[src/rtl/alu_pkg.sv]
// Shared definitions for the ALU self-test slice: op codes, FSM states and LFSR helpers.
package alu_pkg;

    localparam logic [2:0] OP_AND = 3'b000;
    localparam logic [2:0] OP_OR  = 3'b001;
    localparam logic [2:0] OP_ADD = 3'b010;
    localparam logic [2:0] OP_SUB = 3'b110;
    localparam logic [2:0] OP_SLT = 3'b111;

    localparam logic [31:0] LFSR_TAPS = 32'h8020_0003;

    typedef enum logic [2:0] {
        ST_IDLE,
        ST_GEN_A,
        ST_GEN_B,
        ST_SETTLE,
        ST_CHECK,
        ST_DONE
    } state_t;

    // Right-shifting Galois step; a non-zero state never reaches zero.
    function automatic logic [31:0] lfsr_step(input logic [31:0] v);
        return v[0] ? ((v >> 1) ^ LFSR_TAPS) : (v >> 1);
    endfunction

    // Op mix is weighted towards arithmetic; entries 5..7 repeat AND/ADD/SUB.
    function automatic logic [2:0] op_from_sel(input logic [2:0] idx);
        logic [2:0] op;
        op = OP_AND;
        case (idx)
            3'd0: op = OP_AND;
            3'd1: op = OP_OR;
            3'd2: op = OP_ADD;
            3'd3: op = OP_SUB;
            3'd4: op = OP_SLT;
            3'd5: op = OP_AND;
            3'd6: op = OP_ADD;
            3'd7: op = OP_SUB;
        endcase
        return op;
    endfunction

endpackage

[src/rtl/alu_golden_model.sv]
// Combinational reference for the yAlu: expected z and zero flag for a given op.
module alu_golden_model
    import alu_pkg::*;
#(
    parameter bit SLT_SIGNED = 1'b0
) (
    input  logic [31:0] a,
    input  logic [31:0] b,
    input  logic [2:0]  op,
    output logic [31:0] expect_z,
    output logic        expect_zero
);

    logic lt;

    always_comb begin
        // NOTE: every output gets a default first so no path leaves it unassigned (no latch).
        expect_z = '0;
        lt       = SLT_SIGNED ? ($signed(a) < $signed(b)) : (a < b);
        case (op)
            OP_AND:  expect_z = a & b;
            OP_OR:   expect_z = a | b;
            OP_ADD:  expect_z = a + b;
            OP_SUB:  expect_z = a - b;
            OP_SLT:  expect_z = {31'b0, lt};
            default: expect_z = '0;
        endcase
    end

    assign expect_zero = (expect_z == 32'd0);

endmodule

[src/rtl/alu_vector_driver.sv]
// Self-test initiator for the yAlu: generates LFSR vectors, drives the ALU and checks z/ex.
module alu_vector_driver
    import alu_pkg::*;
#(
    parameter int          NUM_VECTORS   = 16,
    parameter logic [31:0] SEED          = 32'hACE1_2311,
    parameter int          SETTLE_CYCLES = 1,
    parameter bit          SLT_SIGNED    = 1'b0
) (
    input  logic        clk,
    input  logic        reset,
    input  logic        start,
    input  logic        op_force_en,
    input  logic [2:0]  op_force,
    output logic [31:0] alu_a,
    output logic [31:0] alu_b,
    output logic [2:0]  alu_op,
    input  logic [31:0] alu_z,
    input  logic        alu_ex,
    output logic        busy,
    output logic        done,
    output logic        pass,
    output logic [7:0]  vec_count,
    output logic [31:0] err_expect,
    output logic [31:0] err_got
);

    localparam logic [7:0]  LAST_COUNT  = 8'(NUM_VECTORS);
    localparam logic [15:0] SETTLE_INIT = 16'(SETTLE_CYCLES - 1);

    state_t      state;
    logic [31:0] lfsr;
    logic [15:0] settle_cnt;
    logic [31:0] expect_z;
    logic        expect_zero;
    logic        mismatch;
    logic [7:0]  vec_next;

    alu_golden_model #(
        .SLT_SIGNED(SLT_SIGNED)
    ) u_golden (
        .a          (alu_a),
        .b          (alu_b),
        .op         (alu_op),
        .expect_z   (expect_z),
        .expect_zero(expect_zero)
    );

    assign mismatch = (alu_z != expect_z) || (alu_ex != expect_zero);
    assign vec_next = vec_count + 8'd1;

    // NOTE: state is updated with non-blocking assignments so every register samples pre-edge values.
    always_ff @(posedge clk) begin
        if (reset) begin
            state      <= ST_IDLE;
            lfsr       <= SEED;
            settle_cnt <= '0;
            alu_a      <= '0;
            alu_b      <= '0;
            alu_op     <= '0;
            busy       <= 1'b0;
            done       <= 1'b0;
            pass       <= 1'b0;
            vec_count  <= '0;
            err_expect <= '0;
            err_got    <= '0;
        end else begin
            case (state)
                ST_IDLE, ST_DONE: begin
                    if (start) begin
                        state     <= ST_GEN_A;
                        lfsr      <= SEED;
                        busy      <= 1'b1;
                        done      <= 1'b0;
                        pass      <= 1'b0;
                        vec_count <= '0;
                    end
                end
                ST_GEN_A: begin
                    alu_a <= lfsr;
                    lfsr  <= lfsr_step(lfsr);
                    state <= ST_GEN_B;
                end
                ST_GEN_B: begin
                    // Even selector reuses A so the equal-operand corner is hit often.
                    alu_b      <= lfsr[0] ? lfsr : alu_a;
                    alu_op     <= op_force_en ? op_force : op_from_sel(lfsr[3:1]);
                    lfsr       <= lfsr_step(lfsr);
                    settle_cnt <= SETTLE_INIT;
                    state      <= ST_SETTLE;
                end
                ST_SETTLE: begin
                    if (settle_cnt == 16'd0) begin
                        state <= ST_CHECK;
                    end else begin
                        settle_cnt <= settle_cnt - 16'd1;
                    end
                end
                ST_CHECK: begin
                    if (mismatch) begin
                        err_expect <= expect_z;
                        err_got    <= alu_z;
                        pass       <= 1'b0;
                        done       <= 1'b1;
                        busy       <= 1'b0;
                        state      <= ST_DONE;
                    end else if (vec_next == LAST_COUNT) begin
                        vec_count <= vec_next;
                        pass      <= 1'b1;
                        done      <= 1'b1;
                        busy      <= 1'b0;
                        state     <= ST_DONE;
                    end else begin
                        vec_count <= vec_next;
                        state     <= ST_GEN_A;
                    end
                end
                default: state <= ST_IDLE;
            endcase
        end
    end

endmodule

[config.mk]
export PLATFORM = sky130hd
export DESIGN_NAME = alu_vector_driver
export DESIGN_NICKNAME = d
export VERILOG_FILES = /design/src/rtl/alu_pkg.sv /design/src/rtl/alu_golden_model.sv /design/src/rtl/alu_vector_driver.sv
export SDC_FILE = /design/constraint.sdc
export NUM_CORES = 1
export LEC_CHECK = 0
export ABC_AREA = 1
export CAP_MARGIN = 20
export CORE_AREA = 2 2 208 210
export CTS_BUF_LIST = sky130_fd_sc_hd__clkbuf_4
export DETAILED_ROUTE_END_ITERATION = 12
export DIE_AREA = 0 0 210 212
export REMOVE_ABC_BUFFERS = 1
export SLEW_MARGIN = 20
export SYNTH_ARGS = -nofsm -noshare
export SYNTH_HDL_FRONTEND = slang
export SYNTH_SLANG_ARGS = --single-unit
[constraint.sdc]
create_clock -name clk -period 2.95 [get_ports clk]
set_input_delay 0.295 -clock clk [delete_from_list [all_inputs] [get_ports clk]]
set_output_delay 0.295 -clock clk [all_outputs]
set_load 0.01 [all_outputs]
==> flow_summary.toml <==
[run_status]
status = "finished with violations"
violations = "setup timing"

[global_routing]
grt_antenna_before_repair = 1
grt-ovfl-total = 0
first_global_vias = 15946
grt_max_degree = 72
track_usage_pct = 25.6
grt_pass1_wl_mm = 88.2

[routing]
via_per_inst = 4.91
drc = 0
vias = 17663
wl_per_cell_um = 16.7
dr.pass1.iters = 7
detail_route.wirelength_mm = 60.3
antenna_left = 0
drt_iter0_drc = 1134

[floorplan]
die_y_um = 212
boundaryPins = 182
core-area_um2 = 42500
die_w_um = 210
start_util_pct = 34.3
rows = 76
die_area_um2 = 44500

[sta]
max_slew.worst_pin.slew_ps = 843
hold_ws_ps = 144
slew_headroom_pct = 43.8
slew_viol_final = 0
tns_ps = -32720
setup_violations = 76
fin_ws_ps = -514
clock_skew_ps = 24.0
hold_viol = 0
rsz0062_at_grt = "yes"
clock.fmax_ghz = 0.289
min_period_ps = 3460
finalCritPeriodShare_pct = 117

[synth]
synth_area_per_cell_um2 = 6.00
yosysUniqueCellTypes = 41
yosys-top-cells-area = "dfxtp_1 (27%), nand2_1 (18%), inv_1 (10%), ha_1 (9.2%), nand3_1 (6.2%)"
synth_mux_area_share_pct = 0
synthFlopType = "dfxtp_1"
yosys_warnings = 0
synth_top_family_by_area = "simple AND/OR/NAND/NOR gates"
syn_area_um2 = 14600
synth_async_sr_flop_share_pct = 0
synth-compound-area-share_pct = 14.9
synth_edf_count = 0
ys_seq_area_share_pct = 26.9
ys_ff_latch = 196
yosys.area_share.xor_xnor_pct = 0.660
synth_top_area_cell = "dfxtp_1"
syn_inst = 2433
netlist.area_leader.share_pct = 26.9
synthSimpleGateAreaFrac_pct = 34.0
synth_fa_ha_area_share_pct = 9.45

[critical_path]
start_kind = "flop"
max_stage_delay_ps = 370
cp.required_ps = 3590
crit_family = "simple AND/OR/NAND/NOR gates"
crit_buf_inv = 9
crit_fanout = 10
crit_slowest_cell = "dfxtp_2"
critPathArrivalTime_ps = 4110
worst-setup-path-type = "flop to flop"
crit_top_cell = "nand2_1"
worst_setup_path_end_kind = "flop"

[job]
drv_cap = 0

[pwr]
ir_worst_vdd_uv = 453
leakage_uw = 0.0114
powerDensity_nw_per_um2 = 1260

[clock_tree]
cts.path.max_buffers = 2
htree_levels = 4
clock_latency_ps = 730
path_clk_slew_ps = 170
cts.sinks = 196
cts_root_buf = "clkbuf_4"
cts-buffers-inserted = 17
cts_tree = "built"

[layout]
areaGrowthSynthToFinish_pct = 60.9
design_area_um2 = 23500
layout-drive-gt1-share_pct = 35.7
n_fill_cell = 4140
finish.net_count = 3189

[placement]
io_buffer_count = 181
dpl.hpwl_mm = 46.9
placed_area_um2 = 20100
gp_congestion = 0.945

[min_path]
hold_path.class = "input port to flop"
cells by family (layout without fill, tap and decap cells):
| logic type | after synthesis | after routing |
|---|---|---|
| buffers and inverters | 518 | 1138 |
| adder cells (fa/ha/maj) | 109 | 109 |
| AND/OR/NAND/NOR | 1186 | 1186 |
| XOR/XNOR | 11 | 11 |
| AO/OA/AOI/OAI | 413 | 413 |
| other | 0 | 1 |
| flip-flops | 196 | 196 |
worst reg2reg max path, stage by stage, from the launching register on:
cell       delay (ps)
dfxtp_2           370
inv_2              50
ha_4              250
buf_6             140
nor2_4             90
buf_4             120
nand2_1            90
inv_2              70
nand2_1            50
nand2_1           100
inv_1             100
nand2_4           100
nand3_4           100
nand3_4           100
buf_4             100
nand3_1            60
nand2_1            80
nand4_1           230
nor2_1            160
nand3_1           100
nor2_2            160
nand2_4            90
nand2_8           160
inv_16             80
buf_6             140
clkbuf_16         150
nor2_2             90
nor2_1             50
final cells by class:
type	instances	area, µm²	area share, %
multi-input combinational	1719	10900	46.4
timing repair buffer	684	6020	25.6
sequential	196	3990	17.0
inverter	421	1600	6.83
tap	546	683	2.91
clock inverter	15	149	0.634
clock buffer	17	128	0.544
timing repair inverter	1	16.3	0.0693
antenna	1	2.50	0.0107
timing repair:
action                                  4_1_cts  5_1_grt
buffers inserted                             11       32
pin swaps                                    33      116
hold buffers                                  1        0
endpoints found under the setup margin       76       81
endpoints found under the hold margin         1        0
cloned                                        4        8
resized for setup                           253      499
Yosys cell counts, types with 6 or more instances:
master	instances
buf_6	7
nor2_1	207
clkbuf_1	46
nor3_1	23
o22ai_1	33
o21ai_1	19
nand3_1	181
nor2_2	7
nand2_1	694
dfxtp_1	196
ha_1	107
buf_2	35
a21oi_1	169
nand3b_1	7
nand4_1	42
inv_1	406
inv_2	11
o21ai_0	153
a31oi_1	30
and2_1	6
xor2_1	10
stage by stage:
step	cells	setup WS (ps)	utilization (%)	power [µW]
3_5_place_dp	3513	-994	47.2	22900
3_3_place_gp	3513	-937	47.2	22700
5_1_grt	3600	-711	55.2	31800
2_1_floorplan	2336	-3260	-	13200
6_report	3600	-514	55.2	29600
4_1_cts	3560	-470	50.3	26000
layout by cell type, fill, tap and decap left out, types with 8 or more instances in the layout:
cell and instances:
nor2_2 57, o21ai_1 28, buf_6 27, o21ai_0 105
dfxtp_2 43, clkbuf_4 17, nand2_2 82, o22ai_1 33
nand2_1 573, nor2_1 123, nand4_1 42, ha_1 67
buf_12 11, o21ai_2 35, nor3_2 9, xor2_1 9
nand2_4 44, ha_2 8, nand3_1 111, ha_4 32
dfxtp_1 151, buf_4 451, nand3_2 62, inv_1 345
nor3_1 12, a21oi_1 130, nor2_4 34, a21oi_4 8
a31oi_1 30, inv_2 70, a21oi_2 33, nand3_4 13
clkdlybuf4s50_1 180
sequential cells by signal, summed over array words and instances, names as in the netlist, named ones only:
name,flops
alu_a,32
lfsr,32
done,1
busy,1
settle_cnt,16
state,3
alu_op,3
err_expect,32
pass,1
alu_b,32
err_got,32
vec_count,8
final timing paths:
path                            startpoint             end  slack, ps  cells after the start
worst min-delay path              alu_z[1]      err_got[1]        140                      3
worst min register to register        done            done        470                      2
worst max-delay path             alu_a[15]  err_expect[17]       -510                     27
worst max register to register   alu_a[15]  err_expect[17]       -510                     27
report_power, final:
part	internal [µW]	switching, µW	total [µW]
Sequential	3440	561	4000
Clock	442	1050	1500
Combinational	10500	13600	24100
Total	14400	15200	29600
metal layers:
| metal | global-route usage, % | up-vias | routed length [µm] |
|---|---|---|---|
| li1 | - | 8918 | - |
| met2 | 39.5 | 434 | 26600 |
| met5 | 0 | - | 0 |
| met3 | 3.16 | 70 | 2670 |
| met4 | 7.73 | 0 | 1360 |
| met1 | 37.2 | 8241 | 29700 |
No activity file was read; power rests on OpenSTA's default activity.
